--- src/rtl/cnn_stream_pkg.sv ---
// Shared types and constants for the CNN frame streamer.
package cnn_stream_pkg;

  localparam int PIXEL_W              = 8;
  localparam int CONF_W               = 8;
  localparam int FRAME_PIXELS_DEFAULT = 64;

  typedef enum logic [1:0] {
    ST_IDLE        = 2'd0,
    ST_START       = 2'd1,
    ST_STREAM      = 2'd2,
    ST_WAIT_RESULT = 2'd3
  } stream_state_e;

endpackage

--- src/rtl/pixel_fifo.sv ---
// Synchronous FIFO holding host pixel bytes until the frame streamer pops them.
// Push when full and pop when empty are ignored, so callers may gate loosely.
module pixel_fifo #(
  parameter int DEPTH = 8,
  parameter int WIDTH = 8,
  localparam int AW = (DEPTH > 1) ? $clog2(DEPTH) : 1,
  localparam int CW = $clog2(DEPTH + 1)
) (
  input  logic             clk,
  input  logic             rst,
  input  logic             push,
  input  logic [WIDTH-1:0] push_data,
  input  logic             pop,
  output logic [WIDTH-1:0] head,
  output logic [CW-1:0]    count,
  output logic             full,
  output logic             empty
);

  logic [WIDTH-1:0] mem_r [DEPTH];
  logic [AW-1:0]    wr_ptr_r;
  logic [AW-1:0]    rd_ptr_r;
  logic [CW-1:0]    count_r;
  logic             push_ok_s;
  logic             pop_ok_s;

  assign full      = (count_r == CW'(DEPTH));
  assign empty     = (count_r == {CW{1'b0}});
  assign count     = count_r;
  assign head      = mem_r[rd_ptr_r];
  assign push_ok_s = push & ~full;
  assign pop_ok_s  = pop & ~empty;

  // Storage array; contents need no reset since count gates every read.
  always_ff @(posedge clk) begin
    if (push_ok_s) begin
      mem_r[wr_ptr_r] <= push_data;
    end
  end

  // Pointers and occupancy; depth is a power of two so pointers wrap naturally.
  always_ff @(posedge clk or posedge rst) begin
    if (rst) begin
      wr_ptr_r <= {AW{1'b0}};
      rd_ptr_r <= {AW{1'b0}};
      count_r  <= {CW{1'b0}};
    end else begin
      if (push_ok_s) begin
        wr_ptr_r <= wr_ptr_r + AW'(1);
      end
      if (pop_ok_s) begin
        rd_ptr_r <= rd_ptr_r + AW'(1);
      end
      case ({push_ok_s, pop_ok_s})
        2'b10:   count_r <= count_r + CW'(1);
        2'b01:   count_r <= count_r - CW'(1);
        default: count_r <= count_r;
      endcase
    end
  end

endmodule

--- src/rtl/cnn_frame_streamer.sv ---
// Source end of the CNN pixel stream: buffers host bytes, streams one frame
// per request, then captures and holds the CNN result for the host.
module cnn_frame_streamer
  import cnn_stream_pkg::*;
#(
  parameter int FRAME_PIXELS   = FRAME_PIXELS_DEFAULT,
  parameter int FIFO_DEPTH     = 8,
  parameter int TIMEOUT_CYCLES = 255
) (
  input  logic               clk,
  input  logic               rst,
  input  logic [PIXEL_W-1:0] host_data,
  input  logic               host_valid,
  output logic               host_ready,
  input  logic               frame_go,
  output logic               frame_start,
  output logic [PIXEL_W-1:0] pixel_out,
  output logic               pixel_valid,
  input  logic               cnn_busy,
  input  logic               cnn_ready,
  input  logic               cnn_class,
  input  logic [CONF_W-1:0]  cnn_conf,
  output logic               result_class,
  output logic [CONF_W-1:0]  result_conf,
  output logic               result_valid,
  input  logic               result_ack,
  output logic               timeout,
  output logic               busy
);

  localparam int PC_W = $clog2(FRAME_PIXELS) + 1;
  localparam int WC_W = $clog2(TIMEOUT_CYCLES + 1);
  localparam int FC_W = $clog2(FIFO_DEPTH + 1);

  stream_state_e      state_r;
  stream_state_e      state_next_s;
  logic [PC_W-1:0]    pix_cnt_r;
  logic [WC_W-1:0]    wait_cnt_r;
  logic [FC_W-1:0]    fifo_count_s;
  logic [PIXEL_W-1:0] fifo_head_s;
  logic               fifo_full_s;
  logic               fifo_empty_s;
  logic               push_s;
  logic               pop_s;
  logic               start_s;
  logic               capture_s;
  logic               timeout_hit_s;
  logic               last_pix_s;
  logic               frame_start_r;
  logic [PIXEL_W-1:0] pixel_out_r;
  logic               pixel_valid_r;
  logic               result_class_r;
  logic [CONF_W-1:0]  result_conf_r;
  logic               result_valid_r;
  logic               timeout_r;
  logic               busy_r;
  logic               cnn_busy_unused_s;

  // CNN busy status is observed by the host side only, never used for control.
  assign cnn_busy_unused_s = cnn_busy;

  assign host_ready = (fifo_count_s < FC_W'(FIFO_DEPTH)) & ~rst;
  assign push_s     = host_valid & ~fifo_full_s & ~rst;
  assign pop_s      = (state_r == ST_STREAM) & ~fifo_empty_s;
  assign last_pix_s = (pix_cnt_r == PC_W'(FRAME_PIXELS - 1));

  assign frame_start  = frame_start_r;
  assign pixel_out    = pixel_out_r;
  assign pixel_valid  = pixel_valid_r;
  assign result_class = result_class_r;
  assign result_conf  = result_conf_r;
  assign result_valid = result_valid_r;
  assign timeout      = timeout_r;
  assign busy         = busy_r;

  pixel_fifo #(
    .DEPTH (FIFO_DEPTH),
    .WIDTH (PIXEL_W)
  ) u_fifo (
    .clk       (clk),
    .rst       (rst),
    .push      (push_s),
    .push_data (host_data),
    .pop       (pop_s),
    .head      (fifo_head_s),
    .count     (fifo_count_s),
    .full      (fifo_full_s),
    .empty     (fifo_empty_s)
  );

  // Next-state logic; a result arriving on the timeout cycle takes priority.
  always_comb begin
    state_next_s  = state_r;
    start_s       = 1'b0;
    capture_s     = 1'b0;
    timeout_hit_s = 1'b0;
    case (state_r)
      ST_IDLE: begin
        if (frame_go && !result_valid_r) begin
          state_next_s = ST_START;
          start_s      = 1'b1;
        end else begin
          state_next_s = ST_IDLE;
        end
      end
      ST_START: begin
        state_next_s = ST_STREAM;
      end
      ST_STREAM: begin
        if (pop_s && last_pix_s) begin
          state_next_s = ST_WAIT_RESULT;
        end else begin
          state_next_s = ST_STREAM;
        end
      end
      ST_WAIT_RESULT: begin
        if (cnn_ready) begin
          capture_s    = 1'b1;
          state_next_s = ST_IDLE;
        end else if (wait_cnt_r == WC_W'(TIMEOUT_CYCLES - 1)) begin
          // wait_cnt_r counts completed cycles, so this is cycle TIMEOUT_CYCLES
          timeout_hit_s = 1'b1;
          state_next_s  = ST_IDLE;
        end else begin
          state_next_s = ST_WAIT_RESULT;
        end
      end
      default: begin
        state_next_s = ST_IDLE;
      end
    endcase
  end

  // FSM state plus the registered strobes derived from the next state.
  always_ff @(posedge clk or posedge rst) begin
    if (rst) begin
      state_r       <= ST_IDLE;
      busy_r        <= 1'b0;
      frame_start_r <= 1'b0;
    end else begin
      state_r       <= state_next_s;
      busy_r        <= (state_next_s != ST_IDLE);
      frame_start_r <= (state_next_s == ST_START);
    end
  end

  // Pixel output stage: each pop presents the FIFO head on the following cycle.
  always_ff @(posedge clk or posedge rst) begin
    if (rst) begin
      pixel_out_r   <= {PIXEL_W{1'b0}};
      pixel_valid_r <= 1'b0;
    end else begin
      pixel_valid_r <= pop_s;
      if (pop_s) begin
        pixel_out_r <= fifo_head_s;
      end else begin
        pixel_out_r <= pixel_out_r;
      end
    end
  end

  // Pixel and result-wait counters.
  always_ff @(posedge clk or posedge rst) begin
    if (rst) begin
      pix_cnt_r  <= {PC_W{1'b0}};
      wait_cnt_r <= {WC_W{1'b0}};
    end else begin
      if (start_s) begin
        pix_cnt_r <= {PC_W{1'b0}};
      end else if (pop_s) begin
        pix_cnt_r <= pix_cnt_r + PC_W'(1);
      end
      if (state_r == ST_WAIT_RESULT) begin
        wait_cnt_r <= wait_cnt_r + WC_W'(1);
      end else begin
        wait_cnt_r <= {WC_W{1'b0}};
      end
    end
  end

  // Result capture, host handshake and sticky timeout flag.
  always_ff @(posedge clk or posedge rst) begin
    if (rst) begin
      result_class_r <= 1'b0;
      result_conf_r  <= {CONF_W{1'b0}};
      result_valid_r <= 1'b0;
      timeout_r      <= 1'b0;
    end else begin
      if (capture_s) begin
        result_class_r <= cnn_class;
        result_conf_r  <= cnn_conf;
        result_valid_r <= 1'b1;
      end else if (result_ack) begin
        result_valid_r <= 1'b0;
      end
      if (start_s) begin
        timeout_r <= 1'b0;
      end else if (timeout_hit_s) begin
        timeout_r <= 1'b1;
      end
    end
  end

endmodule

--- config.mk ---
export PLATFORM = sky130hd
export DESIGN_NAME = cnn_frame_streamer
export DESIGN_NICKNAME = d
export VERILOG_FILES = /design/src/rtl/cnn_stream_pkg.sv /design/src/rtl/pixel_fifo.sv /design/src/rtl/cnn_frame_streamer.sv
export SDC_FILE = /design/constraint.sdc
export NUM_CORES = 1
export LEC_CHECK = 0
export BUFFER_PORTS_ARGS = -buffer_cell sky130_fd_sc_hd__clkbuf_2
export CAP_MARGIN = 10
export CORE_ASPECT_RATIO = 0.9
export CORE_MARGIN = 2
export CORE_UTILIZATION = 50
export DETAILED_ROUTE_END_ITERATION = 10
export PLACE_DENSITY = 0.68
export SETUP_SLACK_MARGIN = 0.5
export SLEW_MARGIN = 20
export SYNTH_ARGS = -nofsm -noshare
export SYNTH_HDL_FRONTEND = slang
export SYNTH_SLANG_ARGS = --single-unit
--- constraint.sdc ---
create_clock -name clk -period 2.5 [get_ports clk]
set_input_delay 0.25 -clock clk [delete_from_list [all_inputs] [get_ports clk]]
set_output_delay 0.25 -clock clk [all_outputs]
set_load 0.05 [all_outputs]
==> flow_metrics.env, run 1 <==
export IMPL_num_rows=33
export IMPL_cp_top_family="simple AND/OR/NAND/NOR gates"
export IMPL_cp_endpoint="u_fifo.count[2]$_DFFE_PP0P_"
export IMPL_synth_area_um2=4630
export IMPL_critPathLaunchType="flip-flop"
export IMPL_reg2reg_to="u_fifo.count[2]$_DFFE_PP0P_"
export IMPL_synth_fa_ha_area_frac=0.0216
export IMPL_h_tree_depth=4
export IMPL_grt_pass1_wl_um=13400
export IMPL_synthXorXnorAreaFrac=0.0376
export IMPL_avgSynthCellArea_um2=15.8
export IMPL_drt_wl_total_um=8460
export IMPL_fin_nets=417
export IMPL_path_buf_inv=0
export IMPL_syn_nets=324
export IMPL_drive_above_1_share=0.372
export IMPL_placed_area_um2=5060
export IMPL_critPathRequiredTime_ns=2.89
export IMPL_critical_path_max_stage_delay_ns=0.44
export IMPL_clockBufferDepth=2
export IMPL_hold_viol=0
export IMPL_io_pin_count=47
export IMPL_crit_type="reg2reg"
export IMPL_track_usage=0.184
export IMPL_crit_path_start="u_fifo.count[2]$_DFFE_PP0P_"
export IMPL_ant_nets=0
export IMPL_skew_ns=0.0111
export IMPL_synth_cell_types=37
export IMPL_antenna_cells=0
export IMPL_synth_top_family_by_area="multiplexers"
export IMPL_finalMaxSlewViolations=0
export IMPL_synth_compound_area_frac=0.0306
export IMPL_clk_pin_slew_ns=0.06
export IMPL_grt_max_degree=40
export IMPL_hold_class="in2reg"
export IMPL_drc=0
export IMPL_wl_per_cell_um=16.3
export IMPL_setup_tns_ns=0
export IMPL_dp_cells=465
export IMPL_grt_overflow_total=0
export IMPL_fin_ws_ns=0.517
export IMPL_yosysSeqAreaShare=0.680
export IMPL_fp_dieW_um=105
export IMPL_utilization=0.657
export IMPL_cp_depth=9
export IMPL_io_buffers=45
export IMPL_fin_crit_ns=1.98
export IMPL_worst_slew_pin_slew_ns=0.584
export IMPL_core_um2=9040
export IMPL_synth_simple_area_share=0.0806
export IMPL_drv_cap=0
export IMPL_cts_tree="done"
export IMPL_p_leak_nw=2.37
export IMPL_dr_total_vias=2640
export IMPL_synth_area_mux_share=0.127
export IMPL_cpMostUsedCell="xor2_1"
export IMPL_crit_fanout=4
export IMPL_drtIter0Drc=136
export IMPL_ir_worst_vdd_mv=0.694
export IMPL_fmax_mhz=504
export IMPL_r2r_slack_ns=0.52
export IMPL_cts_root_buf="clkbuf_8"
export IMPL_endpoint_kind="flip-flop"
export IMPL_crit_chain="nor4_4 > nor2_4 > ha_4 > xor2_2 > ha_2 > a21oi_2 > xor2_1 > nor2_1 > xor2_1"
export IMPL_syn_inst=292
export IMPL_worst_ep_arrival_time_ns=2.37
export IMPL_rsz0062_at_grt="yes"
export IMPL_die_y_um=95.3
export IMPL_reg2reg_depth=9
export IMPL_synth_seq_cells=113
export IMPL_grt_pass1_vias=2661
export IMPL_fin_area_um2=5940
export IMPL_syn_to_final_growth_pct=28.4
export IMPL_fin_cells=520
export IMPL_setup_viol=0
export IMPL_power_density_nw_per_um2=1350
export IMPL_drt_pass1_iterations=4
export IMPL_dp_slack_ns=0.285
export IMPL_grt_antenna_before_repair=0
export IMPL_maxSlewHeadroom=0.611
export IMPL_dieArea_um2=10000
export IMPL_worstReg2RegStart="u_fifo.count[2]$_DFFE_PP0P_"
export IMPL_ys_warn_count=0
export IMPL_cp_slowest_cell="dfrtp_2"
export IMPL_via_per_inst=5.08
export IMPL_cts_made_buffers=17
export IMPL_start_util=0.512
export IMPL_clk_latency_ns=0.51
export IMPL_status="finished clean"
export IMPL_min_period_over_period=0.793
export IMPL_clock_sinks=113
export IMPL_dpl_hpwl_um=5120
export IMPL_place_gp_congestion=0.757
==> cell usage in the layout (no fill, tap or decap), types with 8 or more instances in the layout <==
cell,count
xor2_1,8
nor2_1,34
dfrtp_1,45
edfxtp_1,64
mux4_2,14
clkbuf_2,45
a21oi_1,14
dlygate4sd3_1,13
nand3_1,8
clkbuf_16,16
mux2_2,11
xnor2_1,9
mux2i_1,8
nand2_1,8
buf_4,26
==> timing repair <==
action / CTS / global route
hold buffers: 13 / 0
hold endpoints to repair: 24 / 0
setup endpoints to repair: 3 / 3
gates resized for setup: 6 / 3
setup buffers: 5 / 5
pin swaps: 3 / 6
==> layout make-up <==
cell class,count,area (µm²)
inverters,6,22.5
fillers,611,3100
clock buffers,17,414
multi-input cells,163,1420
clock inverters,15,231
repair buffers,84,551
well taps,122,153
flip-flops and latches,113,3150
==> Yosys cell counts <==
library cell | n | area share
xor2_1 | 9 | 0.017
buf_6 | 3 | 0.0073
o21ai_1 | 1 | 0.0011
mux4_2 | 14 | 0.068
nor4_1 | 1 | 0.0014
nor4_4 | 1 | 0.0046
nor2_1 | 34 | 0.028
nor2_4 | 1 | 0.0024
mux2_2 | 11 | 0.027
o32ai_1 | 1 | 0.0019
buf_12 | 1 | 0.0043
mux4_1 | 2 | 0.011
xnor2_2 | 1 | 0.0035
nand2b_1 | 5 | 0.0068
xnor2_1 | 9 | 0.017
ha_1 | 8 | 0.022
and3_1 | 2 | 0.0027
nor3_1 | 6 | 0.0065
nand3_1 | 8 | 0.0087
nand4_1 | 2 | 0.0027
or3_1 | 3 | 0.0041
o21ai_0 | 4 | 0.0043
a21oi_1 | 15 | 0.016
edfxtp_1 | 64 | 0.42
o31ai_1 | 1 | 0.0016
a21oi_2 | 1 | 0.0019
a31oi_1 | 1 | 0.0014
buf_2 | 4 | 0.0043
clkbuf_1 | 2 | 0.0016
inv_1 | 6 | 0.0049
mux2i_1 | 8 | 0.017
nand2_1 | 8 | 0.0065
nor4_2 | 1 | 0.0027
nor2b_1 | 3 | 0.0041
dfrtp_1 | 49 | 0.27
mux2_4 | 1 | 0.0032
o21ba_2 | 1 | 0.0022
==> where the power goes <==
| part | internal [mW] | switching [mW] |
|---|---|---|
| clock | 1.73 | 0.850 |
| combinational | 1.13 | 1.58 |
| sequential | 2.39 | 0.313 |
| total | 5.25 | 2.74 |
==> logic make-up after synthesis <==
group | count (synthesis)
flip-flops | 113
AND/OR/NAND/NOR | 75
multiplexers | 36
AO/OA/AOI/OAI | 25
XOR/XNOR | 19
buffers and inverters | 16
adder cells (fa/ha/maj) | 8
==> through the flow <==
stage	hold slack [ns]	power (mW)
global placement	0.196	5.18
global route	0.0169	8.42
CTS	0.00550	7.96
finish	0.0211	7.99
floorplan	0.346	4.77
detailed placement	0.206	5.25
==> worst register-to-register path, cell delays in order (launching register included) <==
cell     delay [ns]
dfrtp_2        0.44
nor4_4         0.35
nor2_4         0.10
ha_4           0.19
xor2_2         0.15
ha_2           0.17
a21oi_2        0.11
xor2_1         0.15
nor2_1         0.08
xor2_1         0.14
==> flip-flops by register name, indices dropped and copies added, names as in the netlist, 3 cells and up <==
| name | count |
|---|---|
| pix_cnt_r | 7 |
| pixel_out | 8 |
| result_conf | 8 |
| u_fifo.count | 4 |
| u_fifo.mem_r | 64 |
| u_fifo.rd_ptr_r | 3 |
| u_fifo.wr_ptr_r | 3 |
| wait_cnt_r | 8 |
==> how the worst min path moves through the flow <==
stage,startpoint,to,cells after the start
finish,host_data[4],u_fifo.mem_r[4][4]$_DFFE_PP_,1
global route,host_data[7],u_fifo.mem_r[1][7]$_DFFE_PP_,1
CTS,host_data[2],u_fifo.mem_r[5][2]$_DFFE_PP_,1
detailed placement,rst,u_fifo.count[1]$_DFFE_PP0P_,2
global placement,rst,u_fifo.count[1]$_DFFE_PP0P_,2
floorplan,result_ack,result_valid$_DFFE_PP0P_,1
==> layer usage <==
layer	vias to the layer above	GRT usage	part of all wire
met5	-	0	0
met4	0	0.0811	0.011
met3	7	0.0581	0.049
met2	62	0.312	0.52
met1	1302	0.218	0.42
li1	1269	-	-
(Power assumes the default switching activity.)
==> run 2: changes to the inputs <==
--- a/config.mk
+++ b/config.mk
@@ -5,6 +5,7 @@
 export SDC_FILE = /design/constraint.sdc
 export NUM_CORES = 1
 export LEC_CHECK = 0
+export ABC_AREA = 1
 export BUFFER_PORTS_ARGS = -buffer_cell sky130_fd_sc_hd__clkbuf_2
 export CAP_MARGIN = 10
 export CORE_ASPECT_RATIO = 0.9
==> constraint.sdc (replaced) <==
create_clock -name clk -period 1.7 [get_ports clk]
set_input_delay 0.17 -clock clk [delete_from_list [all_inputs] [get_ports clk]]
set_output_delay 0.17 -clock clk [all_outputs]
set_load 0.05 [all_outputs]
==> flow_metrics.env, run 2 <==
export IMPL_drtIter0Drc=354
export IMPL_status="complete, but fails checks"
export IMPL_setup_viol=32
export IMPL_internal_power_mw=8.95
export IMPL_critPathRequiredTime_ns=2.13
export IMPL_syn_nets=481
export IMPL_ir_worst_vdd_mv=1.33
export IMPL_syn_to_final_growth_pct=52.1
export IMPL_h_tree_depth=4
export IMPL_fin_crit_ns=1.86
export IMPL_dp_cells=626
export IMPL_place_gp_congestion=0.853
export IMPL_clock_sinks=113
export IMPL_drc=0
export IMPL_synth_cell_types=29
export IMPL_fin_cells=719
export IMPL_synthTopCellsByCount="89 x nor2_1, 64 x edfxtp_1, 62 x nand2_1"
export IMPL_start_util=0.520
export IMPL_antenna_cells=0
export IMPL_hold_viol=0
export IMPL_top_register="u_fifo.mem_r"
export IMPL_failed_checks="negative setup slack"
export IMPL_final_cell_mix="78 x nor2_1, 64 x edfxtp_1, 48 x nand2_1"
export IMPL_cts_tree="done"
export IMPL_synth_area_um2=4780
export IMPL_maxSlewHeadroom=0.557
export IMPL_worst_ep_arrival_time_ns=2.28
export IMPL_synth_edf_count=64
export IMPL_synth_ff_type="edfxtp_1"
export IMPL_core_um2=9210
export IMPL_drt_wl_total_um=14400
export IMPL_grt_pass1_wl_um=21300
export IMPL_comb_power_share=0.524
export IMPL_track_usage=0.279
export IMPL_synthTopCellsByArea="edfxtp_1 40%, dfrtp_1 26%, nor2_1 7.0%"
export IMPL_synth_seq_cells=113
export IMPL_die_y_um=96.8
export IMPL_hold_class="in2reg"
export IMPL_skew_ns=0.0116
export IMPL_pwr_share_seq=0.267
export IMPL_ant_nets=0
export IMPL_utilization=0.790
export IMPL_finalMaxSlewViolations=0
export IMPL_fin_nets=616
export IMPL_syn_inst=449
export IMPL_dpl_hpwl_um=6200
export IMPL_grt_overflow_total=0
export IMPL_p_leak_nw=3.03
export IMPL_yosysSeqAreaShare=0.658
export IMPL_critPathLaunchType="flip-flop"
export IMPL_cts_root_buf="clkbuf_8"
export IMPL_synthMostInstantiatedCell="nor2_1"
export IMPL_fmax_mhz=539
export IMPL_final_common_cell="nor2_1"
export IMPL_largest_register_ffs=64
export IMPL_fin_ws_ns=-0.156
export IMPL_synth_area_leader_cell="edfxtp_1"
export IMPL_dr_total_vias=4069
export IMPL_crit_type="reg2reg"
export IMPL_io_pin_count=47
export IMPL_clk_latency_ns=0.52
export IMPL_grt_max_degree=50
export IMPL_dieArea_um2=10400
export IMPL_worst_slew_pin_slew_ns=0.665
export IMPL_endpoint_kind="flip-flop"
export IMPL_num_rows=33
export IMPL_via_per_inst=5.66
export IMPL_io_buffers=45
export IMPL_drt_pass1_iterations=5
export IMPL_grt_antenna_before_repair=0
export IMPL_avgSynthCellArea_um2=10.7
export IMPL_setup_tns_ns=-0.894
export IMPL_ys_warn_count=0
export IMPL_clkPwrFrac=0.209
export IMPL_rsz0062_at_grt="yes"
export IMPL_synth_top_area_share=0.402
export IMPL_async_reset_ff_frac=0.434
export IMPL_min_period_over_period=1.09
export IMPL_clockBufferDepth=2
export IMPL_crit_fanout=3
export IMPL_drv_cap=0
export IMPL_fin_hold_ws_ns=0.0262
export IMPL_fp_dieW_um=107
export IMPL_grt_pass1_vias=3940
export IMPL_cts_made_buffers=17
export IMPL_wl_per_cell_um=20.0
export IMPL_clk_pin_slew_ns=0.06
export IMPL_drive_above_1_share=0.402
export IMPL_switching_share=0.416
export IMPL_switchingPower_mw=6.39
export IMPL_power_density_nw_per_um2=2110
[run 2: timing repair]
action | 4_1_cts | 5_1_grt
buffers inserted | 25 | 13
hold endpoints to repair | 123 | 0
endpoints found under the setup margin | 124 | 127
gates resized for setup | 168 | 60
hold buffers | 19 | 0
cloned | 4 | 0
pin swaps | 14 | 12
[run 2: cells by family (layout without fill, tap and decap cells)]
group	after synthesis	after routing	share of synthesized area
buffers and inverters	47	194	0.0405
muxes	9	9	0.0212
xor gates and xnor gates	7	7	0.0128
and+or+nand+nor	208	209	0.184
AOI/OAI and AO/OA	57	57	0.0622
adders and majority gates	8	8	0.0209
DFF	113	113	0.658
[run 2: cell type report]
class                           count  area [µm²]
Sequential cell                   113        3150
Multi-Input combinational cell    290        1970
Fill cell                         448        1930
Timing Repair Buffer              129        1320
Clock buffer                       17         414
Tap cell                          122         153
Inverter                           33         143
Clock inverter                     15         120
[run 2: power by group through the flow]
stage | Clock [mW] | Combinational [mW] | Sequential, mW
finish | 3.20 | 8.04 | 4.10
global route | 3.35 | 8.48 | 4.15
CTS | 3.17 | 7.04 | 3.98
detailed placement | 0 | 4.59 | 3.93
global placement | 0 | 4.48 | 3.91
floorplan | 0 | 2.50 | 4.74
[run 2: worst paths after layout]
check | endpoint | slack, ns | start | cells past startpoint
max in group asynchronous | u_fifo.rd_ptr_r[0]$_DFFE_PP0P_ | 0.69 | rst | 4
min in group asynchronous | pixel_out[2]$_DFFE_PP0N_ | 0.53 | rst | 4
worst max register to register | u_fifo.count[2]$_DFFE_PP0P_ | -0.16 | state_r[0]$_DFF_PP0_ | 10
worst min register to register | wait_cnt_r[0]$_DFF_PP0_ | 0.48 | wait_cnt_r[0]$_DFF_PP0_ | 1
worst min-delay path | u_fifo.wr_ptr_r[2]$_DFFE_PP0P_ | 0.03 | host_valid | 3
worst max-delay path | u_fifo.count[2]$_DFFE_PP0P_ | -0.16 | state_r[0]$_DFF_PP0_ | 10
[run 2: per-stage QoR]
step / setup WS, ns / cell area (µm²) / total power, mW
after floorplan: -0.524 / 4810 / 7.24
after global placement: -0.0544 / 5310 / 8.38
after detailed placement: -0.181 / 5310 / 8.52
after CTS: -0.0118 / 7020 / 14.2
after global routing: -0.198 / 7280 / 16.0
final: -0.156 / 7280 / 15.3
[run 2: critical path, stage by stage (launching register included)]
cell and delay, ns:
dfrtp_1 0.39, inv_2 0.08, nand2_2 0.08, a21oi_4 0.20, buf_4 0.15, buf_6 0.08
buf_8 0.10, ha_4 0.17, a21oi_2 0.07, or2_1 0.27, a31oi_2 0.17
[run 2: layer usage]
layer | up-vias | wire, µm | global-route usage
met5 | - | 0 | 0
li1 | 1800 | - | -
met4 | 0 | 657 | 0.153
met1 | 1986 | 5320 | 0.355
met3 | 56 | 1140 | 0.0546
met2 | 227 | 7280 | 0.447
==> run 3: changes to the inputs <==
==> constraint.sdc (replaced) <==
create_clock -name clk -period 1.7 [get_ports clk]
set_input_delay 0.51 -clock clk [delete_from_list [all_inputs] [get_ports clk]]
set_output_delay 0.51 -clock clk [all_outputs]
set_load 0.05 [all_outputs]
==> flow_metrics.env, run 3 (same netlist as run 2, synthesis figures left out) <==
export IMPL_status="complete, but fails checks"
export IMPL_failed_checks="negative setup slack"
export IMPL_met2_usage=0.402
export IMPL_reg2reg_depth=11
export IMPL_track_usage=0.241
export IMPL_grtUsageMet1=0.293
export IMPL_cts_tree="done"
export IMPL_clock_sinks=113
export IMPL_fin_crit_ns=1.92
export IMPL_largest_register_ffs=64
export IMPL_cts_root_buf="clkbuf_8"
export IMPL_worst_slew_pin_slew_ns=0.659
export IMPL_place_gp_congestion=0.837
export IMPL_clkPwrFrac=0.215
export IMPL_nFillCells=490
export IMPL_io_pin_count=47
export IMPL_critical_path_max_stage_delay_ns=0.43
export IMPL_comb_power_share=0.514
export IMPL_hold_viol=0
export IMPL_drt_wl_total_um=13700
export IMPL_switchingPower_mw=6.28
export IMPL_die_y_um=96.8
export IMPL_grt_overflow_total=0
export IMPL_hold_class="in2reg"
export IMPL_via_per_inst=5.56
export IMPL_grt_max_degree=50
export IMPL_fp_dieW_um=107
export IMPL_grt_antenna_before_repair=0
export IMPL_wl_per_cell_um=19.7
export IMPL_endpoint_kind="flip-flop"
export IMPL_maxSlewHeadroom=0.561
export IMPL_drive_above_1_share=0.411
export IMPL_final_common_cell="nor2_1"
export IMPL_critPathLaunchType="flip-flop"
export IMPL_core_um2=9210
export IMPL_finalMaxSlewViolations=0
export IMPL_grt_pass1_vias=3598
export IMPL_placed_area_um2=5330
export IMPL_dr_total_vias=3859
export IMPL_setup_viol=42
export IMPL_start_util=0.520
export IMPL_grt_pass1_wl_um=18600
export IMPL_internal_power_mw=8.98
export IMPL_crit_chain="buf_6 > nor2_4 > a21oi_4 > ha_4 > nand2_2 > inv_2 > nor2_4 > ha_4 > a21oi_2 > or2_0 > a31oi_1"
export IMPL_fin_ws_ns=-0.221
export IMPL_holdPathStages=2
export IMPL_critPathRequiredTime_ns=2.13
export IMPL_ir_worst_vdd_mv=1.37
export IMPL_met3_usage=0.0633
export IMPL_seqCellArea_um2=3160
export IMPL_crit_fanout=4
export IMPL_worst_ep_arrival_time_ns=2.35
export IMPL_path_buf_inv=2
export IMPL_setup_tns_ns=-2.08
export IMPL_h_tree_depth=4
export IMPL_cts_made_buffers=17
export IMPL_clockBufferDepth=2
export IMPL_drtIter0Drc=293
export IMPL_pwr_share_seq=0.271
export IMPL_drt_pass1_iterations=4
export IMPL_antenna_cells=0
export IMPL_multi_input_area_um2=2030
export IMPL_p_leak_nw=2.99
export IMPL_syn_to_final_growth_pct=49.1
export IMPL_rsz0062_at_grt="yes"
export IMPL_top_usage_layer="met2"
export IMPL_dpl_hpwl_um=6160
export IMPL_num_rows=33
export IMPL_fin_area_um2=7130
export IMPL_final_cell_mix="79 x nor2_1, 64 x edfxtp_1, 42 x dfrtp_1"
export IMPL_clk_latency_ns=0.53
export IMPL_drv_cap=0
export IMPL_fin_nets=591
export IMPL_fmax_mhz=521
export IMPL_ant_nets=0
export IMPL_io_buffers=45
export IMPL_cp_top_family="simple AND/OR/NAND/NOR gates"
export IMPL_hold_buffers=0
export IMPL_top_register="u_fifo.mem_r"
export IMPL_dieArea_um2=10400
export IMPL_cp_depth=11
export IMPL_power_density_nw_per_um2=2140
export IMPL_drc=0
export IMPL_switching_share=0.411
export IMPL_crit_type="reg2reg"
export IMPL_skew_ns=0.0142
export IMPL_cp_slowest_cell="dfrtp_1"
export IMPL_min_period_over_period=1.13
export IMPL_clk_pin_slew_ns=0.06
[run 3: cell count changes in the layout (fill, tap and decap cells not counted), sizes merged, moves of 2 or more]
cell	before	now
clkbuf	39	41
clkinvlp	7	4
buf	88	79
dlygate4sd3	19	0
clkinv	9	12
[run 3: metrics by stage]
step           total power, mW  hold slack, ns  worst slack [ns]  cells   util
6_report                  15.3           0.175            -0.221    694  0.775
5_1_grt                   15.9           0.170            -0.312    694  0.775
4_1_cts                   13.2           0.168            -0.127    675  0.707
3_5_place_dp              8.56           0.469            -0.172    630  0.579
3_3_place_gp              8.41           0.462            -0.139    630  0.579
2_1_floorplan             7.25           0.452            -0.864    449      -
[run 3: cell type report]
| class | count | share of cell area |
|---|---|---|
| inverters | 33 | 0.0203 |
| clock inverters | 15 | 0.0175 |
| well taps | 122 | 0.0214 |
| multi-input cells | 290 | 0.285 |
| flip-flops and latches | 113 | 0.442 |
| clock buffers | 17 | 0.0580 |
| repair buffers | 104 | 0.156 |
[run 3: layer usage]
metal | part of all wire | routed length, µm | vias to the layer above
met1 | 0.38 | 5220 | 1909
met2 | 0.53 | 7210 | 159
li1 | - | - | 1745
met3 | 0.053 | 728 | 46
met4 | 0.036 | 493 | 0
met5 | 0 | 0 | -
[run 3: final timing paths]
kind                                        startpoint                           to  slack, ns
setup / recovery           u_fifo.count[3]$_DFFE_PP0P_  u_fifo.count[2]$_DFFE_PP0P_      -0.22
hold / removal                              result_ack     result_valid$_DFFE_PP0P_       0.17
setup reg to reg           u_fifo.count[3]$_DFFE_PP0P_  u_fifo.count[2]$_DFFE_PP0P_      -0.22
hold reg to reg                wait_cnt_r[7]$_DFF_PP0_      wait_cnt_r[7]$_DFF_PP0_       0.52
max in group asynchronous                          rst     pix_cnt_r[0]$_DFFE_PP0P_       0.82
min in group asynchronous                          rst   result_conf[5]$_DFFE_PP0P_       0.38
[run 3: timing repair]
item                                    4_1_cts  5_1_grt
gates resized for setup                     117      125
endpoints found under the setup margin      124      127
cloned                                        3        2
pin swaps                                    11       29
setup buffers                                10       17
[run 3: power groups by stage]
stage          clock network, mW  registers, mW  logic (mW)
5_1_grt                     3.43           4.18        8.34
2_1_floorplan                  0           4.75        2.50
3_5_place_dp                   0           3.94        4.62
4_1_cts                     3.24           3.98        6.02
6_report                    3.28           4.13        7.85
3_3_place_gp                   0           3.91        4.50
